[src/rtl/mux6_stream_arbiter_pkg.sv]
// Shared definitions for the 6-input round-robin stream arbiter.
package mux6_stream_arbiter_pkg;

    localparam int N_IN  = 6;
    localparam int SEL_W = 3;

    // Input 5 is treated as the last winner after reset, so input 0 wins first.
    localparam logic [SEL_W-1:0] PTR_RESET = 3'd5;

    typedef enum logic {
        ST_IDLE = 1'b0,
        ST_BUSY = 1'b1
    } arb_state_e;

endpackage

[src/rtl/mux6_stream_arbiter_pick.sv]
// Rotating-priority picker: the first set request after ptr, modulo 6, wins.
module rr_pick6
    import mux6_stream_arbiter_pkg::*;
(
    input  logic [N_IN-1:0]  req,
    input  logic [SEL_W-1:0] ptr,
    output logic             any,
    output logic [SEL_W-1:0] idx
);

    logic [SEL_W:0]   sum;
    logic [SEL_W-1:0] pos;

    // Walk the six positions after ptr in priority order; the first hit is kept.
    always_comb begin
        any = 1'b0;
        idx = '0;
        sum = '0;
        pos = '0;
        for (int k = 1; k <= N_IN; k++) begin
            sum = {1'b0, ptr} + (SEL_W + 1)'(k);
            if (sum >= (SEL_W + 1)'(N_IN)) begin
                sum = sum - (SEL_W + 1)'(N_IN);
            end
            pos = sum[SEL_W-1:0];
            if (!any && req[pos]) begin
                any = 1'b1;
                idx = pos;
            end
        end
    end

endmodule

[src/rtl/mux6_stream_arbiter.sv]
// Packet-locked round-robin arbiter driving the select of a 6:1 stream mux.
//
// Handshake: a beat transfers on a cycle where valid and ready are both high
// at the rising clock edge. valid never waits on ready; in_ready[sel] is a
// direct combinational copy of out_ready while a grant is held, and all other
// in_ready bits are 0. MAX_BEATS must be below 2**CNT_W.
module mux6_stream_arbiter
    import mux6_stream_arbiter_pkg::*;
#(
    parameter int MAX_BEATS = 0,
    parameter int CNT_W     = 8
) (
    input  logic             clk,
    input  logic             reset,
    input  logic [N_IN-1:0]  en_mask,
    input  logic [N_IN-1:0]  in_valid,
    input  logic [N_IN-1:0]  in_last,
    output logic [N_IN-1:0]  in_ready,
    input  logic             out_ready,
    output logic             out_valid,
    output logic             out_last,
    output logic [SEL_W-1:0] sel,
    output logic             busy,
    output arb_state_e       state
);

    arb_state_e       state_d;
    logic [SEL_W-1:0] sel_d;
    logic [SEL_W-1:0] rr_ptr;
    logic [SEL_W-1:0] rr_ptr_d;
    logic [CNT_W-1:0] beat_cnt;
    logic [CNT_W-1:0] beat_cnt_d;
    logic [N_IN-1:0]  eligible;
    logic             pick_any;
    logic [SEL_W-1:0] pick_idx;
    logic             beat;
    logic             cap_hit;

    assign eligible = in_valid & en_mask;
    assign busy     = (state == ST_BUSY);

    rr_pick6 u_pick (
        .req (eligible),
        .ptr (rr_ptr),
        .any (pick_any),
        .idx (pick_idx)
    );

    // State register; reset drops any packet in flight immediately.
    always_ff @(posedge clk or posedge reset) begin
        if (reset) begin
            state <= ST_IDLE;
        end else begin
            state <= state_d;
        end
    end

    // Grant registers: select, round-robin pointer and beat counter.
    always_ff @(posedge clk or posedge reset) begin
        if (reset) begin
            sel      <= '0;
            rr_ptr   <= PTR_RESET;
            beat_cnt <= '0;
        end else begin
            sel      <= sel_d;
            rr_ptr   <= rr_ptr_d;
            beat_cnt <= beat_cnt_d;
        end
    end

    // Arbitrate when idle, steer the handshake and detect release when busy.
    always_comb begin
        state_d    = state;
        sel_d      = sel;
        rr_ptr_d   = rr_ptr;
        beat_cnt_d = beat_cnt;
        in_ready   = '0;
        out_valid  = 1'b0;
        out_last   = 1'b0;
        beat       = 1'b0;
        cap_hit    = 1'b0;
        case (state)
            ST_IDLE: begin
                if (pick_any) begin
                    state_d    = ST_BUSY;
                    sel_d      = pick_idx;
                    rr_ptr_d   = pick_idx;
                    beat_cnt_d = '0;
                end
            end
            ST_BUSY: begin
                out_valid     = in_valid[sel];
                out_last      = in_last[sel];
                in_ready[sel] = out_ready;
                beat          = out_valid & out_ready;
                cap_hit       = (MAX_BEATS != 0) && (beat_cnt == CNT_W'(MAX_BEATS - 1));
                if (beat) begin
                    if (beat_cnt != '1) begin
                        beat_cnt_d = beat_cnt + 1'b1;
                    end
                    // Release always costs one idle cycle before the next grant.
                    if (out_last || cap_hit) begin
                        state_d = ST_IDLE;
                    end
                end
            end
            default: begin
                state_d = ST_IDLE;
            end
        endcase
    end

endmodule

[config.mk]
export PLATFORM = sky130hd
export DESIGN_NAME = mux6_stream_arbiter
export DESIGN_NICKNAME = d
export VERILOG_FILES = /design/src/rtl/mux6_stream_arbiter_pkg.sv /design/src/rtl/mux6_stream_arbiter_pick.sv /design/src/rtl/mux6_stream_arbiter.sv
export SDC_FILE = /design/constraint.sdc
export NUM_CORES = 1
export LEC_CHECK = 0
export CORE_MARGIN = 8
export CORE_UTILIZATION = 40
export DETAILED_ROUTE_END_ITERATION = 10
export DONT_BUFFER_PORTS = 1
export PLACE_DENSITY = 0.52
export SLEW_MARGIN = 10
export SYNTH_ARGS = -nofsm -noshare
export SYNTH_HDL_FRONTEND = slang
export SYNTH_SLANG_ARGS = --single-unit
[constraint.sdc]
create_clock -name clk -period 4.5 [get_ports clk]
set_input_delay 0.225 -clock clk [delete_from_list [all_inputs] [get_ports clk]]
set_output_delay 0.225 -clock clk [all_outputs]
set_load 0.03 [all_outputs]
==> flow_results.org <==
** Run status
- Result of the run :: complete, no violations

** Global routing
- Vias in the first global route :: around 1300
- First-pass GRT wire length :: 6130 um
- Grt total ovfl :: 0
- The initial antenna violation count is 0.
- Total GRT Usage :: between 10% and 20%
- Entering global routing, the biggest net connects 23 pins.

** Clock network
- TritonCTS Buffers :: 3
- TritonCTS built the clock tree.
- Clock-pin slew was measured on the worst setup and hold paths at about 0.040 ns.
- Clock latency of the later-clocked register in the worst-skew pair :: 0.25 ns
- Post-CTS repair changed the size of 0 cells.
- Counting every sink on the clock net gives 6.
- Root buf cell :: sky130_fd_sc_hd__clkbuf_4
- Counting along the longest clock path gives a buffer depth of 2.
- Clock H-tree levels :: 1

** Logic synthesis
- Portion of synthesized cell area occupied by the leading cell type :: 9.90%
- Number of warnings issued by yosys :: 0
- Of all cell types, the one taking the most synthesized area is sky130_fd_sc_hd__ha_1.
- After Yosys synthesis, XOR and XNOR cells account for slightly above 5% of the synthesized area.
- Register bit total from synthesis :: 6
- Post-Synthesis Cell Area :: 1390 um2
- Number of synthesized flops with an enable pin :: 0
- Combinational family with the most area after synthesis :: simple AND/OR/NAND/NOR gates
- The average instance in the mapped netlist occupies 7.47 um2.
- Of the post-synthesis cell area, the part taken by muxes is 12.6%.
- Syn_nets :: 218
- After synthesis, flip-flops and latches occupy 11.0% of the total area.
- Synthesized-area fraction occupied by ao, oa, aoi and oai cells :: approximately a quarter
- For this run, asynchronously set or reset flops after synthesis account for 100%.
- The netlist uses 52 different library cells.
- After technology mapping, the gate count stands at 186.
- Cell types with the largest area share after synthesis :: sky130_fd_sc_hd__ha_1 9.9%, sky130_fd_sc_hd__dfrtp_1 7.2%, sky130_fd_sc_hd__nand2_1 6.2%, sky130_fd_sc_hd__mux2i_1 5.0%, sky130_fd_sc_hd__a211oi_1 3.8%
- Post-synthesis simple-gate area fraction :: 28.3%
- Among all flip-flop cells after synthesis, the most frequent one is sky130_fd_sc_hd__dfrtp_1.
- Summing the areas of all fa, ha and maj instances in the mapped netlist gives 9.90% of the synthesized area.

** Final layout
- Most frequent standard cell in the layout excluding fill and tap cells :: sky130_fd_sc_hd__nand2_1
- The final layout contains between 200 and 250 nets.
- Share of layout cells above drive strength 1 :: 12.9%
- Area of the multi-input gates :: 1140 um2
- ANT cells :: 0
- Fill cells in the final layout number 357.
- Area added between synthesis and finish :: 2.43%
- Fin util :: 42.7%
- The sequential cells in the finished layout cover a total of 153 um2.
- In the layout the commonest cells are 23 x sky130_fd_sc_hd__nand2_1, 11 x sky130_fd_sc_hd__ha_1, 9 x sky130_fd_sc_hd__nor2_1.

** Place
- RD Place Congestion :: 0.873
- Before CTS, the worst setup slack after placement is 0.915 ns.
- Detailed placer's ending HPWL :: between 3000 and 4000 um
- Input and output buffers added on the ports amount to 0.

** Hold path
- Type of the worst min-delay path :: in -> reg

** Pwr
- The analysis attributes to cell leakage a power of 0.602 nW.
- Maximum resistive drop on vdd :: between 0.0003 and 0.0004 V
- Power spread over the standard cell area amounts to 990 nW/um2.

** Timing
- Fmax achieved :: 276 MHz
- Worst-Margin Slew :: 0.929 ns
- Total setup violations reported at the end of the flow :: 0
- Relative slew slack :: 37.6%
- Clock skew on the completed layout was measured at 0.00350 ns.
- In the final timing run, aggregate negative setup slack is 0 ns.
- The final max-slew violation count was 0.
- Min setup slack post-route :: about 0.88 ns
- For the finished layout, the period the worst path requires is 3.62 ns.
- The final hold violation count was 0.
- Period utilization :: between 80% and 90%
- Setup repair after global routing left no endpoint under its margin.

** Setup path
- Worst endpoint data arrival time :: 3.74 ns
- Largest fanout on the critical path :: 11
- Data required time at the worst endpoint :: 4.62 ns
- Class of the most critical setup path :: reg -> reg
- The worst setup path is launched from a register.
- STA classifies the critical path endpoint as a register.

** Routing
- For this run, the detailed router's first-pass iteration total came to 4.
- Via count :: 1369
- In the final routed layout, each cell accounts on average for 17.0 um.
- In the routed design, unresolved DRC markers number 0.
- The detail route stage leaves a number of antenna-violating nets equal to 0.
- Dividing the detail-routed via count by the number of cells gives between 6 and 7.
- Summed over all layers, the routed wires come to 3810 um.
- Iteration-0 DRC Markers :: 125

** Floorplanning
- In this run the count of I/O pins placed on the die edge is 34.
- Initial standard-cell utilization of the core :: roughly two fifths
- The floorplan step set the die width to 75.0 um.
- Die height :: 75.0 um
- Floorplan die area :: 5620 um2
- The total area inside the core boundary comes to 3340 um2.
- The initialized floorplan defines 21 standard-cell rows.

** Job
- Max-Cap Viols :: 0
state kept, by name (all words and copies together) (netlist names):
name and count:
busy 1, rr_ptr 2, sel 3
worst max-delay path, cell delays in order, from the launching register on:
cell and delay [ns]:
sky130_fd_sc_hd__dfstp_2 0.71, sky130_fd_sc_hd__inv_1 0.16, sky130_fd_sc_hd__ha_1 0.41, sky130_fd_sc_hd__a211oi_2 0.27, sky130_fd_sc_hd__xnor2_1 0.22, sky130_fd_sc_hd__mux2_4 0.34, sky130_fd_sc_hd__o22a_2 0.27, sky130_fd_sc_hd__and4_4 0.19
sky130_fd_sc_hd__a21o_1 0.22, sky130_fd_sc_hd__or4_1 0.56, sky130_fd_sc_hd__a21boi_0 0.14
per-stage QoR:
step | hold slack, ns | power, mW | instances | cell area (um2)
2_1_floorplan | 0.0145 | 1.17 | 186 | 1390
3_3_place_gp | 0.0374 | 1.35 | 220 | 1390
3_5_place_dp | 0.0506 | 1.35 | 220 | 1390
4_1_cts | 0.297 | 1.41 | 224 | 1420
5_1_grt | 0.313 | 1.54 | 224 | 1420
6_report | 0.285 | 1.41 | 224 | 1420
routing by layer:
metal	wire length, um	global-route usage (%)	vias up
li1	-	-	671
met1	1690	17.3	645
met2	1690	22.2	49
met3	392	2.80	4
met4	28	2.61	0
met5	0	0	-
worst paths after layout:
path                                start        end  slack (ns)  cells past startpoint
worst max-delay path            rr_ptr[2]     sel[2]        0.88                     10
worst min-delay path            out_ready       busy        0.29                      2
worst max register to register  rr_ptr[2]     sel[2]        0.88                     10
worst min register to register  rr_ptr[0]  rr_ptr[0]        0.69                      1
max in group asynchronous           reset  rr_ptr[2]        3.90                      2
min in group asynchronous           reset     sel[0]        0.34                      2
repair_timing:
action                                  4_1_cts  5_1_grt
setup buffers                                 0        0
endpoints found under the setup margin        0        0
endpoints found under the hold margin         4        0
hold buffers                                  1        0
power by group:
part / total [mW] / internal [mW] / switching [mW]
Combinational: 1.16 / 0.491 / 0.671
Clock: 0.0498 / 0.0302 / 0.0197
Sequential: 0.198 / 0.0874 / 0.110
Total: 1.41 / 0.609 / 0.801
synthesized netlist by cell type, types with 3 or more instances:
library cell,n
sky130_fd_sc_hd__buf_4,4
sky130_fd_sc_hd__mux2_2,4
sky130_fd_sc_hd__xnor2_1,6
sky130_fd_sc_hd__a21oi_1,7
sky130_fd_sc_hd__and2_1,4
sky130_fd_sc_hd__and3_1,5
sky130_fd_sc_hd__nor4_1,3
sky130_fd_sc_hd__nand3_1,8
sky130_fd_sc_hd__mux2i_1,7
sky130_fd_sc_hd__a21o_1,7
sky130_fd_sc_hd__clkbuf_1,6
sky130_fd_sc_hd__nand3b_1,3
sky130_fd_sc_hd__nand2b_1,4
sky130_fd_sc_hd__a211oi_1,7
sky130_fd_sc_hd__inv_1,7
sky130_fd_sc_hd__o21ai_0,7
sky130_fd_sc_hd__nor2_1,9
sky130_fd_sc_hd__ha_1,11
sky130_fd_sc_hd__nor3_1,8
sky130_fd_sc_hd__dfrtp_1,4
sky130_fd_sc_hd__nand4_1,3
sky130_fd_sc_hd__nand2_1,23
final cells by class:
cell class              count  share of cell area [%]
clock buffers               3                    1.58
inverters                   8                    2.11
multi-input cells         158                    79.8
flip-flops and latches      6                    10.7
well taps                  46                    4.04
repair buffers              3                    1.76
cells by family after synthesis:
logic type	after synthesis
AO/OA/AOI/OAI	49
XOR/XNOR	8
adder cells (fa/ha/maj)	11
buffers and inverters	22
flip-flops	6
multiplexers	14
AND/OR/NAND/NOR	76
Power figures use the tool's default switching activity.
